### src/rtl/cpu_ctrl_pkg.sv
// Shared encodings for the hardwired control unit: opcodes, ALU select codes,
// sequencer states and IR field positions. CU_MULDIV_EN enables mul/div decode.
package cpu_ctrl_pkg;

    localparam logic [4:0] OP_ADD  = 5'b00011;
    localparam logic [4:0] OP_SUB  = 5'b00100;
    localparam logic [4:0] OP_SHR  = 5'b00101;
    localparam logic [4:0] OP_SHL  = 5'b00110;
    localparam logic [4:0] OP_ROR  = 5'b00111;
    localparam logic [4:0] OP_ROL  = 5'b01000;
    localparam logic [4:0] OP_AND  = 5'b01001;
    localparam logic [4:0] OP_OR   = 5'b01010;
    localparam logic [4:0] OP_MUL  = 5'b01111;
    localparam logic [4:0] OP_DIV  = 5'b10000;
    localparam logic [4:0] OP_NEG  = 5'b10001;
    localparam logic [4:0] OP_NOT  = 5'b10010;
    localparam logic [4:0] OP_NOP  = 5'b11010;
    localparam logic [4:0] OP_HALT = 5'b11011;

    localparam logic [3:0] ALU_ADD = 4'd0;
    localparam logic [3:0] ALU_SUB = 4'd1;
    localparam logic [3:0] ALU_AND = 4'd2;
    localparam logic [3:0] ALU_OR  = 4'd3;
    localparam logic [3:0] ALU_SHR = 4'd4;
    localparam logic [3:0] ALU_SHL = 4'd5;
    localparam logic [3:0] ALU_ROR = 4'd6;
    localparam logic [3:0] ALU_ROL = 4'd7;
    localparam logic [3:0] ALU_MUL = 4'd8;
    localparam logic [3:0] ALU_DIV = 4'd9;
    localparam logic [3:0] ALU_NEG = 4'd10;
    localparam logic [3:0] ALU_NOT = 4'd11;

    localparam int OP_MSB = 31;
    localparam int OP_LSB = 27;
    localparam int RA_MSB = 26;
    localparam int RA_LSB = 23;
    localparam int RB_MSB = 22;
    localparam int RB_LSB = 19;
    localparam int RC_MSB = 18;
    localparam int RC_LSB = 15;

    typedef enum logic [3:0] {
        ST_RST, ST_T0, ST_T1, ST_T2, ST_T3, ST_T4, ST_T5, ST_T6, ST_HALT
    } state_t;

    typedef enum logic [2:0] {
        CLS_UNDEF, CLS_TWO, CLS_UNARY, CLS_MULDIV, CLS_NOP, CLS_HALT
    } op_class_t;

    // Anything not listed here (including mul/div when disabled) is undefined.
    function automatic op_class_t classify(input logic [4:0] op);
        case (op)
            OP_ADD, OP_SUB, OP_SHR, OP_SHL,
            OP_ROR, OP_ROL, OP_AND, OP_OR: return CLS_TWO;
            OP_NEG, OP_NOT:                return CLS_UNARY;
`ifdef CU_MULDIV_EN
            OP_MUL, OP_DIV:                return CLS_MULDIV;
`endif
            OP_NOP:                        return CLS_NOP;
            OP_HALT:                       return CLS_HALT;
            default:                       return CLS_UNDEF;
        endcase
    endfunction

    function automatic logic [3:0] alu_code(input logic [4:0] op);
        case (op)
            OP_SUB:  return ALU_SUB;
            OP_AND:  return ALU_AND;
            OP_OR:   return ALU_OR;
            OP_SHR:  return ALU_SHR;
            OP_SHL:  return ALU_SHL;
            OP_ROR:  return ALU_ROR;
            OP_ROL:  return ALU_ROL;
            OP_MUL:  return ALU_MUL;
            OP_DIV:  return ALU_DIV;
            OP_NEG:  return ALU_NEG;
            OP_NOT:  return ALU_NOT;
            default: return ALU_ADD;
        endcase
    endfunction

endpackage

### src/rtl/reg_select_encode.sv
// Turns the Gra/Grb/Grc field select plus Rin/Rout enables into one-hot
// register load and bus-drive vectors; a single shared index keeps each one-hot.
module reg_select_encode (
    input  logic [3:0]  ra,
    input  logic [3:0]  rb,
    input  logic [3:0]  rc,
    input  logic        gra,
    input  logic        grb,
    input  logic        grc,
    input  logic        rin,
    input  logic        rout,
    output logic [15:0] rin_sel,
    output logic [15:0] rout_sel
);

    logic [3:0]  reg_idx;
    logic [15:0] one_hot;

    always_comb begin
        reg_idx = 4'd0;
        if (gra)
            reg_idx = ra;
        else if (grb)
            reg_idx = rb;
        else if (grc)
            reg_idx = rc;
        one_hot  = 16'h0001 << reg_idx;
        rin_sel  = rin  ? one_hot : 16'h0000;
        rout_sel = rout ? one_hot : 16'h0000;
    end

endmodule

### src/rtl/control_unit.sv
// Hardwired fetch/execute sequencer driving data_path strobes (T0-T6).
// Define CU_MULDIV_EN to decode mul/div and build the T6 state.
module control_unit
    import cpu_ctrl_pkg::*;
(
    input  logic        clk,
    input  logic        reset,
    input  logic        stop,
    input  logic [31:0] IR,
    output logic        PCout,
    output logic        MARin,
    output logic        IncPC,
    output logic        ZIn,
    output logic        ZLowout,
    output logic        ZHighout,
    output logic        PCin,
    output logic        Read,
    output logic        MDRin,
    output logic        MDRout,
    output logic        IRin,
    output logic        Yin,
    output logic        HIin,
    output logic        LOin,
    output logic [15:0] Rin_sel,
    output logic [15:0] Rout_sel,
    output logic [3:0]  ALUselect,
    output logic        Run,
    output logic        ill_op
);

    state_t     state;
    logic       stop_flag;
    op_class_t  op_class;
    logic [3:0] op_alu;
    logic       instr_done;
    logic       gra, grb, grc, rin, rout;
    logic       unused_ir;

    assign op_class  = classify(IR[OP_MSB:OP_LSB]);
    assign op_alu    = alu_code(IR[OP_MSB:OP_LSB]);
    assign unused_ir = ^IR[RC_LSB-1:0];

    // Last execute state of each instruction class; the next edge re-enters T0.
    always_comb begin
        instr_done = 1'b0;
        case (state)
            ST_T3: instr_done = (op_class == CLS_NOP) || (op_class == CLS_UNDEF);
            ST_T4: instr_done = (op_class == CLS_UNARY);
            ST_T5: instr_done = (op_class == CLS_TWO);
`ifdef CU_MULDIV_EN
            ST_T6: instr_done = (op_class == CLS_MULDIV);
`endif
            default: instr_done = 1'b0;
        endcase
    end

    always_ff @(posedge clk) begin
        if (reset) begin
            state     <= ST_RST;
            stop_flag <= 1'b0;
        end else begin
            if (stop)
                stop_flag <= 1'b1;
            if (instr_done) begin
                if (stop_flag) begin
                    state     <= ST_HALT;
                    stop_flag <= 1'b0;
                end else begin
                    state <= ST_T0;
                end
            end else begin
                case (state)
                    ST_RST:  state <= ST_T0;
                    ST_T0:   state <= ST_T1;
                    ST_T1:   state <= ST_T2;
                    ST_T2:   state <= ST_T3;
                    ST_T3:   state <= (op_class == CLS_HALT) ? ST_HALT : ST_T4;
                    ST_T4:   state <= ST_T5;
`ifdef CU_MULDIV_EN
                    ST_T5:   state <= ST_T6;
`endif
                    ST_HALT: state <= ST_HALT;
                    default: state <= ST_RST;
                endcase
            end
        end
    end

    always_comb begin
        {PCout, MARin, IncPC, ZIn, ZLowout, ZHighout, PCin} = '0;
        {Read, MDRin, MDRout, IRin, Yin, HIin, LOin}        = '0;
        {gra, grb, grc, rin, rout} = '0;
        ALUselect = ALU_ADD;
        ill_op    = 1'b0;
        Run       = (state != ST_RST) && (state != ST_HALT);
        case (state)
            ST_T0: {PCout, MARin, IncPC, ZIn} = 4'b1111;
            ST_T1: {ZLowout, PCin, Read, MDRin} = 4'b1111;
            ST_T2: {MDRout, IRin} = 2'b11;
            ST_T3: begin
                case (op_class)
                    CLS_TWO:    begin grb = 1'b1; rout = 1'b1; Yin = 1'b1; end
                    CLS_UNARY:  begin grb = 1'b1; rout = 1'b1; ZIn = 1'b1; ALUselect = op_alu; end
                    CLS_MULDIV: begin gra = 1'b1; rout = 1'b1; Yin = 1'b1; end
                    CLS_UNDEF:  ill_op = 1'b1;
                    default:    ;
                endcase
            end
            ST_T4: begin
                case (op_class)
                    CLS_TWO:    begin grc = 1'b1; rout = 1'b1; ZIn = 1'b1; ALUselect = op_alu; end
                    CLS_UNARY:  begin ZLowout = 1'b1; gra = 1'b1; rin = 1'b1; end
                    CLS_MULDIV: begin grb = 1'b1; rout = 1'b1; ZIn = 1'b1; ALUselect = op_alu; end
                    default:    ;
                endcase
            end
            ST_T5: begin
                case (op_class)
                    CLS_TWO:    begin ZLowout = 1'b1; gra = 1'b1; rin = 1'b1; end
                    CLS_MULDIV: begin ZLowout = 1'b1; LOin = 1'b1; end
                    default:    ;
                endcase
            end
`ifdef CU_MULDIV_EN
            ST_T6: begin
                if (op_class == CLS_MULDIV) begin
                    ZHighout = 1'b1;
                    HIin     = 1'b1;
                end
            end
`endif
            default: ;
        endcase
    end

    reg_select_encode u_reg_select (
        .ra       (IR[RA_MSB:RA_LSB]),
        .rb       (IR[RB_MSB:RB_LSB]),
        .rc       (IR[RC_MSB:RC_LSB]),
        .gra      (gra),
        .grb      (grb),
        .grc      (grc),
        .rin      (rin),
        .rout     (rout),
        .rin_sel  (Rin_sel),
        .rout_sel (Rout_sel)
    );

endmodule

### config.mk
export PLATFORM = sky130hd
export DESIGN_NAME = control_unit
export DESIGN_NICKNAME = d
export VERILOG_FILES = /design/src/rtl/cpu_ctrl_pkg.sv /design/src/rtl/reg_select_encode.sv /design/src/rtl/control_unit.sv
export SDC_FILE = /design/constraint.sdc
export NUM_CORES = 1
export LEC_CHECK = 0
export ABC_AREA = 1
export BUFFER_PORTS_ARGS = -buffer_cell sky130_fd_sc_hd__buf_2
export CAP_MARGIN = 20
export CORE_MARGIN = 2
export CORE_UTILIZATION = 43
export CTS_BUF_LIST = sky130_fd_sc_hd__clkbuf_8
export CTS_CLUSTER_DIAMETER = 200
export CTS_CLUSTER_SIZE = 25
export DETAILED_ROUTE_END_ITERATION = 10
export GPL_TIMING_DRIVEN = 1
export PLACE_DENSITY = 0.88
export SETUP_SLACK_MARGIN = 0.05
export SYNTH_ARGS = -nofsm -noshare
export SYNTH_HDL_FRONTEND = slang
export SYNTH_SLANG_ARGS = --single-unit
### constraint.sdc
create_clock -name clk -period 4.55 [get_ports clk]
set_clock_uncertainty 0.15 [all_clocks]
set_input_delay 0.91 -clock clk [delete_from_list [all_inputs] [get_ports clk]]
set_output_delay 0.91 -clock clk [all_outputs]
set_load 0.01 [all_outputs]
Word level (Yosys, flattened, before mapping)
Memory sizes are Yosys's and may differ from the RTL's.
Index checks and enable logic that the tools add are counted.
{ "totals": {"ff_bits": 5, "rom_bits": 224, "input_bits": 35, "output_inout_bits": 52, "wordCells": 62, "memories": 2} }
{ "op_classes": {"eq_ne": 13, "shift": 1, "n_mux": 36, "n_reduce_logical": 8} }
{ "memory_table": {"columns": ["name", "depth", "width", "rd", "rd_ports_with_merged_regs", "wr", "line_no", "source"], "rows": [
  ["(no name shown)", 32, 4, 1, 0, 0, "cpu_ctrl_pkg.sv:66", "case (op)"],
  ["(no name shown)", 32, 3, 1, 0, 0, "cpu_ctrl_pkg.sv:52", "case (op)"]
]} }
{ "ops": {"columns": ["operator", "count"], "rows": [
  ["two-way mux 16 bit", 2],
  ["two-way mux 4 bit", 8],
  ["one-hot mux 4 bit (7 select lines)", 1],
  ["two-way mux 1 bit", 17],
  ["<< shifter 1 x 4 -> 16 bit (first input constant)", 1],
  ["== test 4 x 3 -> 1 bit (second input constant)", 3],
  ["one-hot mux 1 bit (3 select lines)", 4],
  ["== test 4 x 2 -> 1 bit (second input constant)", 2],
  ["one-hot mux 4 bit (2 select lines)", 1],
  ["== test 3 x 2 -> 1 bit (second input constant)", 2],
  ["== test 3 bit (second input constant)", 2],
  ["one-hot mux 1 bit (2 select lines)", 3],
  ["== test 4 x 1 -> 1 bit (second input constant)", 1],
  ["== test 4 bit (second input constant)", 1],
  ["logical NOT 4 bit", 1],
  ["!= test 4 bit (second input constant)", 1],
  ["nonzero test 4 bit", 1],
  ["OR reduction 2 bit", 2],
  ["== test 3 x 1 -> 1 bit (second input constant)", 1],
  ["logical NOT 3 bit", 1],
  ["OR reduction 3 bit", 1],
  ["logical AND 1 bit", 1],
  ["logical OR 1 bit", 1]
]} }

Longest topological paths before layout
Gate-level depths: netlist (run 1).
An unclocked memory read counts as a cell.
{ "depth": {"word_depth": 9, "depth_mapped": 13} }

Hierarchy
A second synthesis (run 1) with hierarchy kept.
{ "hier_totals": {"cells_unflattened": 212, "hier_area_um2": 1228.7} }
{ "modules_own_cells": {"columns": ["module", "n_inst", "cells_per_inst", "area_per_inst_um2", "seq_area_each_um2"], "rows": [
  ["control_unit", 1, 110, 671.9, 100.1],
  ["reg_select_encode", 1, 102, 556.8, 0.0]
]} }

Worst setup path after synthesis (run 1)
No wires, ideal clock.
{ "synth_timing": {"path_kind": "input port to output port", "from": "input IR[27]", "to": "output Rin_sel[3]", "arrival_time_ns": 2.275, "slack_ns": 1.215, "stages": 10, "cell_sequence": "ha_1 o21ai_1 nand3_1 nand2_2 nand2_2 nor2_4 nand2_1 nand3_4 nand3_1 nor3_1"} }
{ "synth_between": {"elab_chain_len": 9, "word_cells_on_any_way": 18, "cone_classes": "eq/ne: 3; shift: 1; mux: 12; reduce/logical: 1; memory: 1"} }
{ "synth_lines": {"columns": ["element", "line_no", "source"], "rows": [
  ["from (decl)", "control_unit.sv:9", "input logic [31:0] IR,"],
  ["memory (32 x 3 bit) *", null, null],
  ["== test 3 x 2 -> 1 bit or == test 3 x 1 -> 1 bit (tied branches)", "control_unit.sv:101, control_unit.sv:110, control_unit.sv:118", null],
  ["OR reduction 2 bit (no source line) or two-way mux 1 bit (tied branches)", null, null],
  ["two-way mux 1 bit, on equally long branches", "control_unit.sv:101, control_unit.sv:96", null],
  ["one-hot mux 1 bit (2 select lines) or two-way mux 4 bit (tied branches)", "control_unit.sv:96, reg_select_encode.sv:25", null],
  ["two-way mux 4 bit", "reg_select_encode.sv:23", "else if (grb)"],
  ["two-way mux 4 bit", "reg_select_encode.sv:21", "if (gra)"],
  ["<< shifter 1 x 4 -> 16 bit", "reg_select_encode.sv:27", "one_hot = 16'h0001 << reg_idx;"],
  ["two-way mux 16 bit *", "reg_select_encode.sv:28", "rin_sel = rin ? one_hot : 16'h0000;"],
  ["to (decl)", "control_unit.sv:24", "output logic [15:0] Rin_sel,"]
]} }
Every way passes the cells marked *; elsewhere a longest branch is shown, timed or not.

Worst setup path after layout (run 1)
{ "layout_timing": {"from": "input IR[28]", "to": "output Rout_sel[11]"} }
{ "layout_between": {"elab_chain_len": 9, "word_cells_on_any_way": 22, "cone_classes": "eq/ne: 3; shift: 1; mux: 14; reduce/logical: 3; memory: 1"} }
{ "layout_lines": {"columns": ["element", "line_no", "source"], "rows": [
  ["memory (32 x 3 bit) *", null, null],
  ["== test 3 x 2 -> 1 bit or == test 3 x 1 -> 1 bit (tied branches)", "control_unit.sv:101, control_unit.sv:110, control_unit.sv:118", null],
  ["OR reduction 2 bit (no source line) or two-way mux 1 bit (tied branches)", null, null],
  ["two-way mux 1 bit, on equally long branches", "control_unit.sv:101, control_unit.sv:96", null],
  ["one-hot mux 1 bit (2 select lines) or two-way mux 4 bit (tied branches)", "control_unit.sv:96, reg_select_encode.sv:25", null],
  ["two-way mux 4 bit", "reg_select_encode.sv:23", null],
  ["two-way mux 4 bit", "reg_select_encode.sv:21", null],
  ["<< shifter 1 x 4 -> 16 bit", "reg_select_encode.sv:27", null],
  ["two-way mux 16 bit *", "reg_select_encode.sv:29", "rout_sel = rout ? one_hot : 16'h0000;"],
  ["to (decl)", "control_unit.sv:25", "output logic [15:0] Rout_sel,"]
]} }
Marked as above.

==> key figures, run 1 <==
Finish
  – Share of layout cells above drive strength 1: a little over a third
  – Fillers: 245
  – Most frequent cells in the layout: 68 x buf_2, 37 x nor2_1, 31 x nand2_1
  – Nets: 288
  – Register area: 100 um^2
  – Multi-input logic area: 758 um^2
  – ANT cells: 0
  – Area delta synth->final: 33.9%
  – Finished Cell Area: around 0.0014 mm^2
  – Fin cells: 276
  – Commonest non-fill, non-tap cell in the layout: buf_2
  – Core Util, Final: between 60 and 70%

STA
  – Final Hold Fails: 0
  – Relative slew slack: 36.0%
  – Setup ws final: about 0.7 ns
  – # setup viols final: 0
  – F_max: around 260 MHz
  – Worst-Margin Slew: 0.957 ns
  – Max-slew violations: 0
  – RSZ-0062 raised after global routing: false
  – Total Neg Setup Slack: 0 ns
  – Final min period: 3.85 ns
  – Hold slack: 0.323 ns
  – Period Utilization, post-route: 84.7%

Clock tree
  – Clock slew at reported path FFs: 0.04 ns
  – CTS Buf Count: 3
  – Clock Latency Late Sink: 0.22 ns
  – CTS tree: yes
  – Hold-fix buffers at CTS: 0
  – Clk buf depth: 2
  – Sinks on Clock Net: 5
  – H-tree depth: 1
  – Post-CTS setup buffers: 0
  – Post-CTS resize count: 0
  – Clock root buffer: clkbuf_8

Logic synthesis
  – Post-Synth Simple-Gate Area: 59.2%
  – Cell count after synthesis: 185
  – Yosys warnings: 0
  – Netlist cell types: 26
  – Post-Synth XOR/XNOR Area: 0%
  – Sequential area share after synthesis: 9.69%
  – Syn_area_per_cell: 5.59 um^2
  – Largest family of logic cells by synthesized area: simple AND/OR/NAND/NOR gates
  – Post-Syn Area: 0.00103 mm^2
  – Synthesis-stage register bit count: 5
  – Synth Area in Adders: 4.84%
  – Post-synthesis compound-gate area fraction: 8.23%
  – Mux cell area share after synthesis: 0%

Drt
  – Initial drt markers: 46
  – Remaining antenna violation count: 0
  – Metal2 WL: between 1.5 and 2 mm
  – Vias: around 1400
  – Drt pass-1 iters: 4
  – Via-to-Cell Ratio: 5.03
  – DR WL met3: 179 um
  – # DRC: 0
  – Uppermost layer routed: met4
  – WL met1: between 1 and 1.5 mm
  – Avg WL per Cell: approximately 10 um
  – Final WL: 2.89 mm

GRT
  – Largest net degree at the start of global routing: 18
  – First-pass GRT wire length: 4.61 mm
  – Initial antenna violation count: 0
  – Grt ovf: 0
  – Total GRT Usage: 21.8%
  – Vias in the first global route: 1170

Floorplanning
  – Die ar.: 0.00281 mm^2
  – Row cnt: 17
  – Initial core utilization: 46.3%
  – Ports: 87
  – Die Y: 53.0 um
  – Core box area: 0.00223 mm^2
  – Die W: 53.0 um

Place
  – RD Place Congestion: 0.870
  – Port bufs: 68
  – DP HPWL: 2.43 mm
  – Pre-CTS WS: between 0.7 and 0.8 ns
  – Dpl cell area: 0.00134 mm^2
  – Post-Place Cells: 272

Status
  – Status: finished, final reports clean

Critical path
  – Worst Path Arrival: 2.79 ns
  – Setup crit end kind: output pin
  – Largest fanout on the critical path: 16
  – Startpoint types: primary input
  – Setup Crit Path Kind: primary input to output pin
  – Crit path required time: 3.49 ns

Pwr
  – P_leak: 0.826 nW
  – Worst-case vdd ir drop: between 150 and 200 uV
  – Power Total: between 200 and 250 uW
  – Power Density: 165 mW/mm^2

Run
  – Maxcap violations: 0

Worst hold path
  – Class of the worst hold path: register to register
cells by family after synthesis:
logic type | count (synthesis)
flip-flops | 5
buffers and inverters | 39
AO/OA/AOI/OAI | 14
other | 1
adder cells (fa/ha/maj) | 4
AND/OR/NAND/NOR | 122
metal layers:
layer | global-route usage, % | vias to the layer above
met5 | 0 | -
met4 | 12.0 | 0
met3 | 1.41 | 5
met2 | 39.6 | 51
met1 | 25.0 | 619
li1 | - | 714
cell type report:
cell class              count  share of cell area [%]
multi-input cells         143                    54.8
repair buffers             68                    24.6
inverters                  28                    7.59
flip-flops and latches      5                    7.23
clock buffers               3                    2.98
well taps                  28                    2.53
clock inverters             1                   0.271
critical path: stages:
cell	delay, ns
buf_2	0.13
ha_1	0.21
inv_1	0.06
nand2_1	0.04
nand3_1	0.09
nand2_2	0.12
nand3_2	0.10
nand2_2	0.10
nor2_1	0.74
nor2_1	0.11
buf_2	0.18
registers in the layout (all words and copies together) (netlist names):
signal / flops
stop_flag: 1
state: 4
power breakdown:
group          internal [mW]  switching, mW
clock network         0.0579         0.0233
registers             0.0490        0.00379
logic                 0.0345         0.0596
total                  0.141         0.0867
worst paths after layout:
path             start      endpoint  slack (ns)  cells after the start
min reg2reg  stop_flag     stop_flag        0.32                      2
min          stop_flag     stop_flag        0.32                      2
max             IR[28]  Rout_sel[11]        0.70                     11
max reg2reg   state[0]      state[0]        2.84                      8
cell usage after synthesis:
cell type	number	area, um^2
nor2_1	37	139
nand2_1	31	116
inv_1	26	97.6
nand3_1	20	100
nor3_1	11	55.1
buf_4	9	67.6
dfxtp_1	5	100
a21oi_1	4	20.0
ha_1	4	50.1
nand2_2	4	25.0
nand3_2	4	40.0
nand4_1	4	25.0
nor2_2	4	25.0
nor2_4	4	45.0
o21ai_0	3	15.0
a31oi_1	2	12.5
buf_2	2	10.0
nand3_4	2	35.0
o211ai_1	2	15.0
a211oi_1	1	7.51
clkinv_1	1	3.75
conb_1	1	3.75
inv_2	1	3.75
nor4_1	1	6.26
o21ai_1	1	5.00
o32a_1	1	10.0
Note: power is estimated with default switching activity, not from simulation.
==> inputs of run 2 (changes only) <==
--- a/config.mk
+++ b/config.mk
@@ -5,17 +5,17 @@
 export SDC_FILE = /design/constraint.sdc
 export NUM_CORES = 1
 export LEC_CHECK = 0
-export ABC_AREA = 1
+export ABC_AREA = 0
 export BUFFER_PORTS_ARGS = -buffer_cell sky130_fd_sc_hd__buf_2
 export CAP_MARGIN = 20
 export CORE_MARGIN = 2
-export CORE_UTILIZATION = 43
+export CORE_UTILIZATION = 36
 export CTS_BUF_LIST = sky130_fd_sc_hd__clkbuf_8
 export CTS_CLUSTER_DIAMETER = 200
 export CTS_CLUSTER_SIZE = 25
 export DETAILED_ROUTE_END_ITERATION = 10
 export GPL_TIMING_DRIVEN = 1
-export PLACE_DENSITY = 0.88
+export PLACE_DENSITY = 0.79
 export SETUP_SLACK_MARGIN = 0.05
 export SYNTH_ARGS = -nofsm -noshare
 export SYNTH_HDL_FRONTEND = slang
==> constraint.sdc (replaced) <==
create_clock -name clk -period 3.3 [get_ports clk]
set_clock_uncertainty 0.15 [all_clocks]
set_input_delay 0.66 -clock clk [delete_from_list [all_inputs] [get_ports clk]]
set_output_delay 0.66 -clock clk [all_outputs]
set_load 0.01 [all_outputs]
==> key figures, run 2 <==
Worst hold path
  – Class of the worst hold path: register to register
  – Hold path depth: 2 (unchanged)

STA
  – Final Hold Fails: 0 (unchanged)
  – # setup viols final: 33 (+33)
  – Period Utilization, post-route: 108%
  – RSZ-0062 raised after global routing: true
  – Hold slack: 0.347 ns (+0.0241 ns)
  – Max-slew violations: 0 (unchanged)
  – F_max: around 280 MHz
  – Final min period: 3.56 ns
  – Setup ws final: -0.257 ns (-0.955 ns)

Finish
  – Most frequent cells in the layout: 57 x buf_2, 27 x nor2_1, 27 x buf_4
  – Share of layout cells above drive strength 1: 62.8% (+27 points)
  – Largest Register: state
  – Multi-input logic area: 0.00104 mm^2 (+37%)
  – ANT cells: 0 (unchanged)
  – Max FFs per register: 4 (unchanged)
  – Commonest non-fill, non-tap cell in the layout: buf_2
  – Nets: 298 (+3.5%)
  – Biggest regs: state: 4 flops, stop_flag: 1 flops
  – Register area: 100 um^2 (unchanged)
  – Fillers: 206 (-16%)
  – Area delta synth->final: 96.1%

Logic synthesis
  – Syn_area_per_cell: 6.36 um^2 (+14%)
  – Synth Flop Type: dfxtp_1
  – Post-Syn Area: 0.00102 mm^2 (-1.6%)
  – Async S/R FF share, synth: 0% (unchanged)
  – EDFF count, synth: 0 (unchanged)
  – Synth top cells by count: 51 x nor2_1, 9 x o21ai_0, 8 x buf_4
  – Synthesis-stage register bit count: 5 (unchanged)
  – Netlist cell types: 49 (+88%)
  – Cell count after synthesis: 160 (-14%)
  – Yosys warnings: 0 (unchanged)
  – Sequential area share after synthesis: 9.84% (+0.15 points)
  – Area contributors post-synth: nor2_1 19%, dfxtp_1 9.8%, buf_4 5.9%
  – Top-count cell post-synth: nor2_1
  – Post-synth top area cell: nor2_1
  – Top cell type's share of synthesized area: 18.8% (+5.4 points)

Run
  – Maxcap violations: 0 (unchanged)

Drt
  – Final WL: 4.01 mm (+39%)
  – DR WL met3: 250 um (+40%)
  – Remaining antenna violation count: 0 (unchanged)
  – # DRC: 0 (unchanged)
  – WL met1: 1.57 mm (+38%)
  – Initial drt markers: 58 (+26%)
  – Vias: 1537 (+11%)
  – Avg WL per Cell: 13.9 um (+32%)
  – Drt pass-1 iters: 4 (unchanged)
  – Via-to-Cell Ratio: 5.32 (+5.7%)
  – Uppermost layer routed: met4
  – Metal2 WL: 2.17 mm (+42%)

Floorplanning
  – Die Y: 57.2 um (+7.8%)
  – Ports: 87 (unchanged)
  – Die ar.: 0.00327 mm^2 (+16%)
  – Initial core utilization: 37.5% (-8.7 points)
  – Die W: 57.2 um (+7.8%)
  – Row cnt: 19 (+2)
  – Core box area: 0.00271 mm^2 (+21%)

GRT
  – Largest net degree at the start of global routing: 10 (-8)
  – Total GRT Usage: 21.8% (-0.041 points)
  – Grt ovf: 0 (unchanged)
  – Vias in the first global route: 1385 (+18%)
  – First-pass GRT wire length: 5.82 mm (+26%)
  – Initial antenna violation count: 0 (unchanged)

Pwr
  – Worst-case vdd ir drop: 320 uV (+86%)
  – Power Total: 408 uW (+79%)
  – P_leak: 0.933 nW (+13%)
  – Power Density: 205 mW/mm^2 (+24%)

Clock tree
  – CTS Buf Count: 3 (unchanged)
  – Sinks on Clock Net: 5 (unchanged)
  – Clock root buffer: clkbuf_8
  – Hold-fix buffers at CTS: 0 (unchanged)
  – Clock Latency Late Sink: 0.22 ns (about the same)
  – CTS tree: yes
  – H-tree depth: 1 (unchanged)
  – Clock slew at reported path FFs: 0.03 ns (about the same)
  – Clk buf depth: 2 (unchanged)

Critical path
  – Setup Crit Path Kind: primary input to output pin
  – Worst Reg-to-Reg Cells: 7 (-1)
  – Crit path required time: 2.49 ns (-1.00 ns)
  – Largest fanout on the critical path: 4 (-12)
  – Startpoint types: primary input
  – Setup crit end kind: output pin
  – Worst Path Arrival: 2.75 ns (-0.04 ns)

Status
  – Failing checks: negative setup slack
  – Status: finished, violations left

Place
  – Port bufs: 68 (unchanged)
  – DP HPWL: 2.59 mm (+6.6%)
  – RD Place Congestion: 0.833 (-4.2%)
run 2: cell count changes in the layout (fill, tap and decap cells not counted), sizes merged, moves of 3 or more:
cell,delta
buf,+37
nand2,-29
nand3,-23
inv,-21
nor2,+6
o21ai,+6
a32oi,+5
nand2b,+4
a32o,+3
and2,+3
nand4,-3
nor3,-3
or3,+3
run 2: power by group:
group / internal, mW / total [mW] / switching [mW]
Combinational: 0.100 / 0.214 / 0.114
Clock: 0.0797 / 0.109 / 0.0293
Sequential: 0.0689 / 0.0851 / 0.0162
Total: 0.249 / 0.408 / 0.159
run 2: stage by stage:
stage | setup TNS, ns | setup slack, ns | utilization [%] | std cells | cell area [um^2]
2_1_floorplan | -0.475 | -0.0773 | - | 162 | 1120
3_3_place_gp | -8.99 | -0.377 | 59.5 | 275 | 1610
3_5_place_dp | -10.14 | -0.408 | 59.5 | 275 | 1610
4_1_cts | -4.82 | -0.249 | 68.1 | 285 | 1840
5_1_grt | -8.88 | -0.327 | 73.6 | 289 | 1990
6_report | -6.83 | -0.257 | 73.6 | 289 | 1990
run 2: worst paths after layout:
check / to / slack, ns / from
worst min register to register: stop_flag / 0.35 / stop_flag
worst min-delay path: stop_flag / 0.35 / stop_flag
worst max register to register: state[0] / 1.22 / state[2]
worst max-delay path: Rin_sel[3] / -0.26 / IR[27]
run 2: logic make-up (layout without fill, tap and decap cells):
| family | Yosys count | after routing | synth area share (%) |
|---|---|---|---|
| buf+inv | 19 | 115 | 10.9 |
| fa+ha+maj | 4 | 4 | 4.92 |
| other cells | 1 | 3 | 0.369 |
| xor+xnor | 1 | 1 | 0.861 |
| flops | 5 | 5 | 9.84 |
| simple gates | 89 | 89 | 43.3 |
| compound gates | 41 | 41 | 29.8 |
run 2: worst max-delay path, cell delays in order:
cell	delay [ns]
buf_12	0.09
inv_12	0.03
ha_4	0.26
nand2_2	0.05
or3_4	0.36
or3_4	0.34
and2_4	0.16
or4_4	0.56
nor2_4	0.13
buf_6	0.10
run 2: what timing repair did:
action	in CTS	in global routing
endpoints found under the setup margin	38	38
gates resized for setup	35	30
setup buffers	6	4
pin swaps	12	21
endpoints found under the hold margin	0	0
run 2: cell type report:
| cell class | count | area share [%] |
|---|---|---|
| sequential | 5 | 5.02 |
| tap | 31 | 1.94 |
| multi-input combinational | 138 | 52.1 |
| inverter | 6 | 1.88 |
| timing repair buffer | 105 | 36.8 |
| clock inverter | 1 | 0.188 |
| clock buffer | 3 | 2.07 |
run 2: routing by layer:
layer,global-route usage (%),vias up
met3,4.54,2
li1,-,762
met5,0,-
met4,6.31,0
met2,41.2,66
met1,24.2,707
